## src/rtl/rst_seq_pkg.sv

```systemverilog
// Shared types, defaults and width helpers for the sequenced reset generator.
package rst_seq_pkg;

  typedef enum logic [1:0] {
    HOLD,
    STRETCH,
    RELEASE,
    DONE
  } rst_state_e;

  localparam int DEF_NUM_STAGES = 2;
  localparam int DEF_NUM_CH     = 3;
  localparam int DEF_MIN_HOLD   = 4;
  localparam int DEF_SPACING    = 2;

  function automatic int clog2(input int value);
    int result;
    result = 0;
    for (int p = 1; p < value; p = p * 2) begin
      result++;
    end
    return result;
  endfunction

  // One spare bit so the counter never has to wrap to hold its largest load value.
  function automatic int cntWidth(input int minHold, input int spacing);
    return clog2((minHold > spacing) ? minHold : spacing) + 1;
  endfunction

  function automatic int idxWidth(input int numCh);
    return clog2(numCh) + 1;
  endfunction

  localparam int DEF_CNT_W = cntWidth(DEF_MIN_HOLD, DEF_SPACING);
  localparam int DEF_IDX_W = idxWidth(DEF_NUM_CH);

endpackage

```

## src/rtl/rst_seq_sync_if.sv

```systemverilog
// Request/status bundle between a reset sequencer (slave) and its controller (master).
interface rst_seq_sync_if
  import rst_seq_pkg::*;
#(
  parameter int NUM_CH = DEF_NUM_CH
);

  logic              SW_RST_REQ;
  logic [NUM_CH-1:0] SYNC_RST;
  logic              RST_DONE;

  modport master (output SW_RST_REQ, input SYNC_RST, input RST_DONE);
  modport slave  (input SW_RST_REQ, output SYNC_RST, output RST_DONE);

endinterface

```

## src/rtl/rst_sync_chain.sv

```systemverilog
// Reset synchronizer: asserts asynchronously, deasserts NUM_STAGES clock edges after RST drops.
module rst_sync_chain
  import rst_seq_pkg::*;
#(
  parameter int NUM_STAGES = DEF_NUM_STAGES
) (
  input  logic i_clk,
  input  logic i_rst,
  output logic o_rstSync
);

  logic [NUM_STAGES-1:0] r_stages;

  always_ff @(posedge i_clk or posedge i_rst) begin
    if (i_rst) begin
      r_stages <= '1;
    end else begin
      r_stages <= {r_stages[NUM_STAGES-2:0], 1'b0};
    end
  end

  assign o_rstSync = r_stages[NUM_STAGES-1];

endmodule

```

## src/rtl/rst_seq_sync.sv

```systemverilog
// Sequenced reset generator: synchronizes RST release, stretches it to MIN_HOLD
// cycles, then frees NUM_CH reset channels SPACING cycles apart.
module rst_seq_sync
  import rst_seq_pkg::*;
#(
  parameter int NUM_STAGES = DEF_NUM_STAGES,
  parameter int NUM_CH     = DEF_NUM_CH,
  parameter int MIN_HOLD   = DEF_MIN_HOLD,
  parameter int SPACING    = DEF_SPACING
) (
  input  logic          CLK,
  input  logic          RST,
  rst_seq_sync_if.slave bus
);

  localparam int CNT_W = cntWidth(MIN_HOLD, SPACING);
  localparam int IDX_W = idxWidth(NUM_CH);

  // Leaving HOLD already costs one edge after the synchronizer drops, hence MIN_HOLD-2.
  localparam logic [CNT_W-1:0] HOLD_LOAD  = CNT_W'((MIN_HOLD >= 2) ? (MIN_HOLD - 2) : 0);
  localparam logic [CNT_W-1:0] SW_LOAD    = CNT_W'(MIN_HOLD - 1);
  localparam logic [CNT_W-1:0] SPACE_LOAD = CNT_W'(SPACING - 1);
  localparam logic [IDX_W-1:0] LAST_IDX   = IDX_W'(NUM_CH - 1);
  localparam logic [IDX_W-1:0] END_IDX    = IDX_W'(NUM_CH);

  logic              w_rstSync;
  rst_state_e        r_state;
  rst_state_e        w_stateNxt;
  logic [CNT_W-1:0]  r_cnt;
  logic [CNT_W-1:0]  w_cntNxt;
  logic [IDX_W-1:0]  r_idx;
  logic [IDX_W-1:0]  w_idxNxt;
  logic [NUM_CH-1:0] r_syncRst;
  logic [NUM_CH-1:0] w_syncRstNxt;
  logic              r_rstDone;
  logic              w_rstDoneNxt;
  logic              w_clearCh;

  rst_sync_chain #(
    .NUM_STAGES(NUM_STAGES)
  ) u_syncChain (
    .i_clk    (CLK),
    .i_rst    (RST),
    .o_rstSync(w_rstSync)
  );

  always_ff @(posedge CLK or posedge RST) begin
    if (RST) begin
      r_state   <= HOLD;
      r_cnt     <= '0;
      r_idx     <= '0;
      r_syncRst <= '1;
      r_rstDone <= 1'b0;
    end else begin
      r_state   <= w_stateNxt;
      r_cnt     <= w_cntNxt;
      r_idx     <= w_idxNxt;
      r_syncRst <= w_syncRstNxt;
      r_rstDone <= w_rstDoneNxt;
    end
  end

  always_comb begin
    w_stateNxt   = r_state;
    w_cntNxt     = r_cnt;
    w_idxNxt     = r_idx;
    w_syncRstNxt = r_syncRst;
    w_rstDoneNxt = r_rstDone;
    w_clearCh    = 1'b0;

    case (r_state)
      HOLD: begin
        if (!w_rstSync) begin
          if (MIN_HOLD == 1) begin
            w_clearCh = 1'b1;
          end else begin
            w_stateNxt = STRETCH;
            w_cntNxt   = HOLD_LOAD;
          end
        end
      end
      STRETCH, RELEASE: begin
        if (r_cnt == '0) begin
          w_clearCh = 1'b1;
        end else begin
          w_cntNxt = r_cnt - CNT_W'(1);
        end
      end
      DONE: begin
        w_rstDoneNxt = 1'b1;
      end
      default: ;
    endcase

    // r_idx always names the next channel to free; it parks at NUM_CH once all are free.
    if (w_clearCh) begin
      for (int i = 0; i < NUM_CH; i++) begin
        if (r_idx == IDX_W'(i)) begin
          w_syncRstNxt[i] = 1'b0;
        end
      end
      w_cntNxt = SPACE_LOAD;
      if (r_idx == LAST_IDX) begin
        w_stateNxt = DONE;
        w_idxNxt   = END_IDX;
      end else begin
        w_stateNxt = RELEASE;
        w_idxNxt   = r_idx + IDX_W'(1);
      end
    end

    if (bus.SW_RST_REQ && (r_state != HOLD)) begin
      w_stateNxt   = STRETCH;
      w_cntNxt     = SW_LOAD;
      w_idxNxt     = '0;
      w_syncRstNxt = '1;
      w_rstDoneNxt = 1'b0;
    end
  end

  assign bus.SYNC_RST = r_syncRst;
  assign bus.RST_DONE = r_rstDone;

endmodule

```

## src/flat_wrapper.sv

```systemverilog
// flat-port wrapper written by rule: the top's interface ports become plain ports
module rst_seq_sync_flat import rst_seq_pkg::*;
#(
  parameter int NUM_STAGES = DEF_NUM_STAGES,
  parameter int NUM_CH     = DEF_NUM_CH,
  parameter int MIN_HOLD   = DEF_MIN_HOLD,
  parameter int SPACING    = DEF_SPACING
)
  (CLK, RST, bus_SW_RST_REQ, bus_SYNC_RST, bus_RST_DONE);
  rst_seq_sync_if #(.NUM_CH(NUM_CH)) bus_i ();
  input  logic CLK;
  input  logic RST;
  input wire logic [$bits(bus_i.SW_RST_REQ)-1:0] bus_SW_RST_REQ;
  output wire logic [$bits(bus_i.SYNC_RST)-1:0] bus_SYNC_RST;
  output wire logic [$bits(bus_i.RST_DONE)-1:0] bus_RST_DONE;
  assign bus_i.SW_RST_REQ = bus_SW_RST_REQ;
  assign bus_SYNC_RST = bus_i.SYNC_RST;
  assign bus_RST_DONE = bus_i.RST_DONE;
  rst_seq_sync #(.NUM_STAGES(NUM_STAGES), .NUM_CH(NUM_CH), .MIN_HOLD(MIN_HOLD), .SPACING(SPACING)) u_core (.CLK(CLK), .RST(RST), .bus(bus_i));
endmodule
```

## config.mk

```make
export PLATFORM = sky130hd
export DESIGN_NAME = rst_seq_sync_flat
export DESIGN_NICKNAME = d
export VERILOG_FILES = /design/src/rtl/rst_seq_pkg.sv /design/src/rtl/rst_seq_sync_if.sv /design/src/rtl/rst_sync_chain.sv /design/src/rtl/rst_seq_sync.sv /design/src/flat_wrapper.sv
export SDC_FILE = /design/constraint.sdc
export NUM_CORES = 1
export LEC_CHECK = 0
export BUFFER_PORTS_ARGS = -buffer_cell sky130_fd_sc_hd__buf_2
export CORE_UTILIZATION = 50
export CTS_CLUSTER_SIZE = 16
export DETAILED_ROUTE_END_ITERATION = 8
export GPL_TIMING_DRIVEN = 0
export PLACE_DENSITY_LB_ADDON = 0.3
export SLEW_MARGIN = 40
export SYNTH_ARGS = -nofsm -noshare
export SYNTH_HDL_FRONTEND = slang
export SYNTH_SLANG_ARGS = --single-unit
```

## constraint.sdc

```tcl
create_clock -name CLK -period 1.57 [get_ports CLK]
set_input_delay 0.157 -clock CLK [delete_from_list [all_inputs] [get_ports CLK]]
set_output_delay 0.157 -clock CLK [all_outputs]
set_load 0.01 [all_outputs]
```

==> results_dict.tcl, run 1 <==
set metrics [dict create \
    drtAntennaViolNets 0 \
    first_iter_violations 6 \
    clock_power_share_pct 16.0 \
    grt_pass1_wl_um 2280 \
    tns_ns 0 \
    dp_cells 99 \
    synth_mux_area_share_pct 3.76 \
    cap_violations 0 \
    die_area_um2 1760 \
    max_clock_freq_mhz 665 \
    internal_power_w 0.000882 \
    worstSetupStartpointType "flip-flop" \
    cts_made_buffers 3 \
    critPathKind "reg -> reg" \
    worst_pin_slew_ns 0.531 \
    dieWidth_um 42.0 \
    die_h_um 42.0 \
    final_cell_mix "inv_1 (9), dfrtp_1 (9), ha_1 (8)" \
    areaGrowthSynthToFinish_pct 14.6 \
    synth-adder-area-share_pct 15.6 \
    period_minus_slack_ns 1.50 \
    ys_seq_elements 14 \
    dp_hpwl_um 1020 \
    fill_cells 131 \
    syn_avg_cell_area_um2 10.4 \
    drive_gt1_share_pct 23.9 \
    routabilityCongestion 0.798 \
    cp-end-kind "flip-flop" \
    ir_drop_mv 0.829 \
    swShare_pct 36.8 \
    core-area_um2 1510 \
    critPathArrivalTime_ns 1.72 \
    pwr-share-seq_pct 40.2 \
    yosys.area_share.xor_xnor_pct 0 \
    relSlewSlack_pct 64.5 \
    ys_types 24 \
    seq_area_frac_synth_pct 44.6 \
    wl_per_cell_um 13.1 \
    vias_per_cell 5.30 \
    fin_cells 104 \
    start_util_pct 53.1 \
    vias 551 \
    fin_nets 102 \
    clockBufferDepth 2 \
    yosys_warnings 0 \
    antenna_found_initial 0 \
    power_density_nw_per_um2 1520 \
    clk_latency_ns 0.29 \
    diodes 0 \
    cpPeakStageDelay_ns 0.36 \
    critPathSlowestCell "dfrtp_1" \
    cts_tree "yes" \
    p_switching_w 0.000514 \
    drv_slew 0 \
    hold_violations 0 \
    finalSetupViolations 0 \
    grt-ovfl-total 0 \
    numPortBuffers 6 \
    reg2reg_slack_ns 0.07 \
    status "finished, final reports clean" \
    syn_nets 90 \
    place_area_um2 850 \
    clock_sinks 14 \
    routed_wl_um 1360 \
    synth-simple-area-share_pct 14.6 \
    num_rows 14 \
    clkTransAtPathRegs_ns 0.09 \
    netlist_area_um2 800 \
    drcViolationCount 0 \
    rsz0062_at_grt "no" \
    h-tree-depth 1 \
    leakage_nw 0.422 \
    timing.rr.start "u_core.r_cnt[0]" \
    required_ns 1.79 \
    crit_path_max_fanout 6 \
    crit_start "u_core.r_cnt[0]" \
    period_share_pct 95.7 \
    cp_top_family "adder cells" \
    worst_clock_skew_ns 0.00435 \
    postCtsSetupBuffers 0 \
    comb_power_share_pct 43.9 \
    p_total_w 0.00140 \
    ios 7 \
    synth_compound_area_share_pct 15.3 \
    synth_top_family_by_area "adder cells" \
    hp-class "in -> reg" \
    grt_max_degree 15 \
    design_area_um2 916 \
    drt-pass1-iter-count 5 \
    synth_cells 77 \
    grt_pass1_vias 508 \
    track_usage_pct 18.1 \
    cts-root-buf "clkbuf_4" \
    path_buf_inv 1 \
    hp-start "bus_SW_RST_REQ" \
    hold_slack_ns 0.155 \
    path_cells "inv_1 > ha_1 > ha_4 > and2_4 > nor3_4 > mux2i_1" \
]
cells in the mapped netlist, drive strengths merged:
library cell | instances | area share, %
ha | 10 | 16
nand2b | 3 | 2.3
nand3 | 1 | 0.63
a21oi | 6 | 4.2
nor2b | 6 | 4.7
a211oi | 1 | 0.94
mux2i | 3 | 3.8
dfstp | 5 | 16
o211a | 1 | 1.3
and2 | 1 | 0.94
inv | 9 | 4.2
or3 | 1 | 0.78
nand2 | 2 | 0.94
buf | 1 | 1.4
nor3 | 3 | 3.3
dfrtp | 9 | 28
conb | 1 | 0.47
o21ai | 8 | 5.0
a21o | 3 | 2.8
o31a | 1 | 1.1
nor2 | 2 | 0.94
state kept, by name, summed over array words and instances (netlist names):
register / cells
u_core.u_syncChain.r_stages: 2
u_core.r_state: 2
u_core.r_cnt: 3
u_core.r_idx: 3
u_core.bus.RST_DONE: 1
u_core.bus.SYNC_RST: 3
worst paths after layout:
kind | end | cells past startpoint
max | u_core.r_cnt[1] | 6
min | u_core.r_state[0] | 3
max reg2reg | u_core.r_cnt[1] | 6
min reg2reg | u_core.u_syncChain.r_stages[1] | 0
max in group asynchronous | u_core.bus.SYNC_RST[1] | 3
min in group asynchronous | u_core.r_cnt[1] | 3
worst reg2reg max path, stage by stage (launching register included):
cell     delay (ns)
dfrtp_1        0.36
inv_1          0.06
ha_1           0.24
ha_4           0.19
and2_4         0.16
nor3_4         0.21
mux2i_1        0.22
power groups by stage:
stage               Combinational [W]  Clock (W)  Sequential (W)
floorplan                    0.000393          0        0.000587
global placement             0.000537          0        0.000566
detailed placement           0.000557          0        0.000570
CTS                          0.000593   0.000229        0.000563
global route                 0.000674   0.000244        0.000577
finish                       0.000612   0.000223        0.000561
metrics by stage:
stage	setup slack (ns)	util, %
final	0.0673	60.8
after global routing	0.00759	60.8
after CTS	0.00786	59.7
after detailed placement	-0.0457	56.4
after global placement	-0.0201	56.4
after floorplan	0.110	-
routing by layer:
metal / global-route usage (%) / share of wire [%]
met3: 3.88 / 3.9
met5: 0 / 0
met4: 13.5 / 2.9
met1: 22.9 / 46
met2: 26.9 / 47
kinds of logic (layout without fill, tap and decap cells):
family,count (synthesis),count (layout)
multiplexers,3,3
AND/OR/NAND/NOR,19,19
other,1,1
adder cells (fa/ha/maj),10,10
buffers and inverters,10,21
flip-flops,14,14
AO/OA/AOI/OAI,20,20
cell type report:
class                           instances  area (um2)  share of cell area (%)
Timing Repair Buffer                    7        40.0                    4.37
Tap cell                               16        20.0                    2.19
Inverter                                9        33.8                    3.69
Multi-Input combinational cell         53         428                    46.7
Buffer                                  1        11.3                    1.23
Sequential cell                        14         357                    38.9
Clock buffer                            4        26.3                    2.87
what timing repair did:
action | 4_1_cts | 5_1_grt
cloned | 0 | 0
endpoints found under the setup margin | 2 | 6
hold buffers | 1 | 0
resized for setup | 2 | 3
hold endpoints to repair | 9 | 0
Power figures use the tool's default switching activity.
==> inputs of run 2 (changes only) <==
--- a/config.mk
+++ b/config.mk
@@ -14,4 +14,5 @@
 export SLEW_MARGIN = 40
 export SYNTH_ARGS = -nofsm -noshare
 export SYNTH_HDL_FRONTEND = slang
+export SYNTH_HIERARCHICAL = 1
 export SYNTH_SLANG_ARGS = --single-unit
==> run 2 against run 1 <==
  * Register-to-register slack got worse by 0.04 ns
  * Sequential share of layout area increased by 1.3 points
  * Synthesized area decreased by 2.7%
  * Die area decreased by 2.5%
  * Wire length increased by 4.3%
  * Flip-flop and latch count unchanged
  * Synthesized cell count increased by 3.9%
  * Via count increased by 8.9%
  * Power decreased by 12%
  * Critical path depth unchanged
  * Combinational power decreased by 21%
  * Critical path type unchanged
  * Largest cell class unchanged
==> results_dict.tcl, run 2 <==
set metrics [dict create \
    ios 7 \
    worstSetupStartpointType "flip-flop" \
    drive_gt1_share_pct 22.8 \
    routabilityCongestion 0.786 \
    dieWidth_um 41.5 \
    netlist_area_um2 778 \
    yosys.area_share.xor_xnor_pct 0 \
    grt-ovfl-total 0 \
    netlist_top_cells_area "dfrtp_1 (29%), dfstp_2 (17%), ha_1 (16%)" \
    first_iter_violations 7 \
    final_common_cell "inv_1" \
    routed_wl_um 1420 \
    clockBufferDepth 2 \
    areaGrowthSynthToFinish_pct 13.8 \
    cts_made_buffers 3 \
    synth-simple-area-share_pct 12.5 \
    period_share_pct 98.1 \
    hp-class "in -> reg" \
    critPathArrivalTime_ns 1.69 \
    grt_pass1_wl_um 2320 \
    async_flop_share_pct 100 \
    ys_top_cells_by_count "inv_1 (13), ha_1 (10), dfrtp_1 (9), nand2_1 (6), nor2_1 (6)" \
    start_util_pct 57.0 \
    post-route-util_pct 64.8 \
    required_ns 1.71 \
    hold_violations 0 \
    antenna_found_initial 0 \
    vias_per_cell 5.61 \
    max_clock_freq_mhz 649 \
    yosys_warnings 6 \
    ir_drop_mv 0.652 \
    wl_per_cell_um 13.3 \
    synth_compound_area_share_pct 15.4 \
    period_minus_slack_ns 1.54 \
    status "finished, final reports clean" \
    cts_tree "yes" \
    drv_slew 0 \
    p_total_w 0.00123 \
    fin_nets 106 \
    grt_max_degree 13 \
    track_usage_pct 17.7 \
    syn_nets 93 \
    synth_ff_type "dfrtp_1" \
    clock_sinks 14 \
    num_rows 13 \
    synth_top_family_by_area "adder cells" \
    worst_clock_skew_ns 0.00150 \
    h-tree-depth 1 \
    final_cell_mix "inv_1 (13), dfrtp_1 (9), ha_1 (8)" \
    die_h_um 41.5 \
    syn_avg_cell_area_um2 9.73 \
    yosysMostFrequentCell "inv_1" \
    synth-edff-count 0 \
    drt-pass1-iter-count 4 \
    leakage_nw 0.438 \
    power_density_nw_per_um2 1390 \
    crit_path_max_fanout 10 \
    cap_violations 0 \
    grt_pass1_vias 558 \
    ys_types 27 \
    finalSetupViolations 0 \
    dp_cells 101 \
    drtAntennaViolNets 0 \
    cts-root-buf "clkbuf_4" \
    fin_cells 107 \
    synth_area_leader_cell "dfrtp_1" \
    die_area_um2 1720 \
    ys_seq_elements 14 \
    synth_cells 80 \
    diodes 0 \
    numPortBuffers 6 \
    critPathKind "reg -> reg" \
    vias 600 \
    seq_area_frac_synth_pct 45.8 \
    dp_hpwl_um 971 \
    cp-end-kind "flip-flop" \
    drcViolationCount 0 \
    synth_top_area_share_pct 28.9 \
    clk_latency_ns 0.28 \
    core-area_um2 1370 \
    synth_mux_area_share_pct 1.29 \
    clkTransAtPathRegs_ns 0.09 \
    synth-adder-area-share_pct 16.1 \
]
## run 2: cells by family after synthesis
kind of cell | count (synthesis)
simple gates | 21
compound gates | 18
buf+inv | 15
flops | 14
fa+ha+maj | 10
other cells | 1
mux | 1
## run 2: final cells by class
cell class	count	area, um2
fill	114	480
clock buffer	4	36.3
inverter	13	48.8
sequential	14	357
buffer	2	16.3
timing repair buffer	8	47.5
tap	15	18.8
multi-input combinational	51	362
## run 2: layer usage
metal  track usage (%)  vias to the layer above  share of wire [%]
met2              29.4                       12                 51
met3              2.61                        2                2.4
met1              21.2                      294                 46
met4              11.6                        0               0.77
li1                  -                      292                  -
met5                 0                        -                  0
## run 2: per-stage QoR
step	worst slack [ns]	setup TNS [ns]	hold WS [ns]	instance area [um2]
floorplan	0.226	0	0.0196	778
global placement	0.0947	0	0.189	827
detailed placement	0.0633	0	0.197	827
CTS	0.0200	0	0.297	873
global route	-0.00115	-0.00115	0.306	886
finish	0.0291	0	0.306	886
## run 2: report_power, final
part | switching, W | leakage (nW) | total (W) | internal, W
sequential | 0.0000434 | 0.165 | 0.000486 | 0.000442
combinational | 0.000276 | 0.252 | 0.000482 | 0.000206
clock | 0.000122 | 0.0210 | 0.000263 | 0.000141
## run 2: critical path, cell delays in order (launching register included)
cell	delay [ns]
dfrtp_1	0.40
inv_1	0.09
ha_2	0.39
nand2_2	0.08
buf_6	0.14
nor3_1	0.21
a211oi_1	0.09
## run 2: worst paths after layout
path,from,end,slack (ns),depth (start not counted)
min in group asynchronous,RST,u_core/r_state[0],0.43,3
hold reg to reg,u_core/u_syncChain/r_stages[0],u_core/u_syncChain/r_stages[1],0.36,0
hold / removal,bus_SW_RST_REQ,u_core/bus.SYNC_RST[0],0.31,4
setup reg to reg,u_core/r_state[0],u_core/r_idx[1],0.03,6
setup / recovery,u_core/r_state[0],u_core/r_idx[1],0.03,6
max in group asynchronous,RST,u_core/bus.SYNC_RST[2],0.79,3
## run 2: timing repair
action | in CTS | in global routing
hold buffers | 1 | 0
resized for setup | 0 | 2
setup endpoints to repair | 0 | 4
setup buffers | 0 | 1
endpoints found under the hold margin | 11 | 0
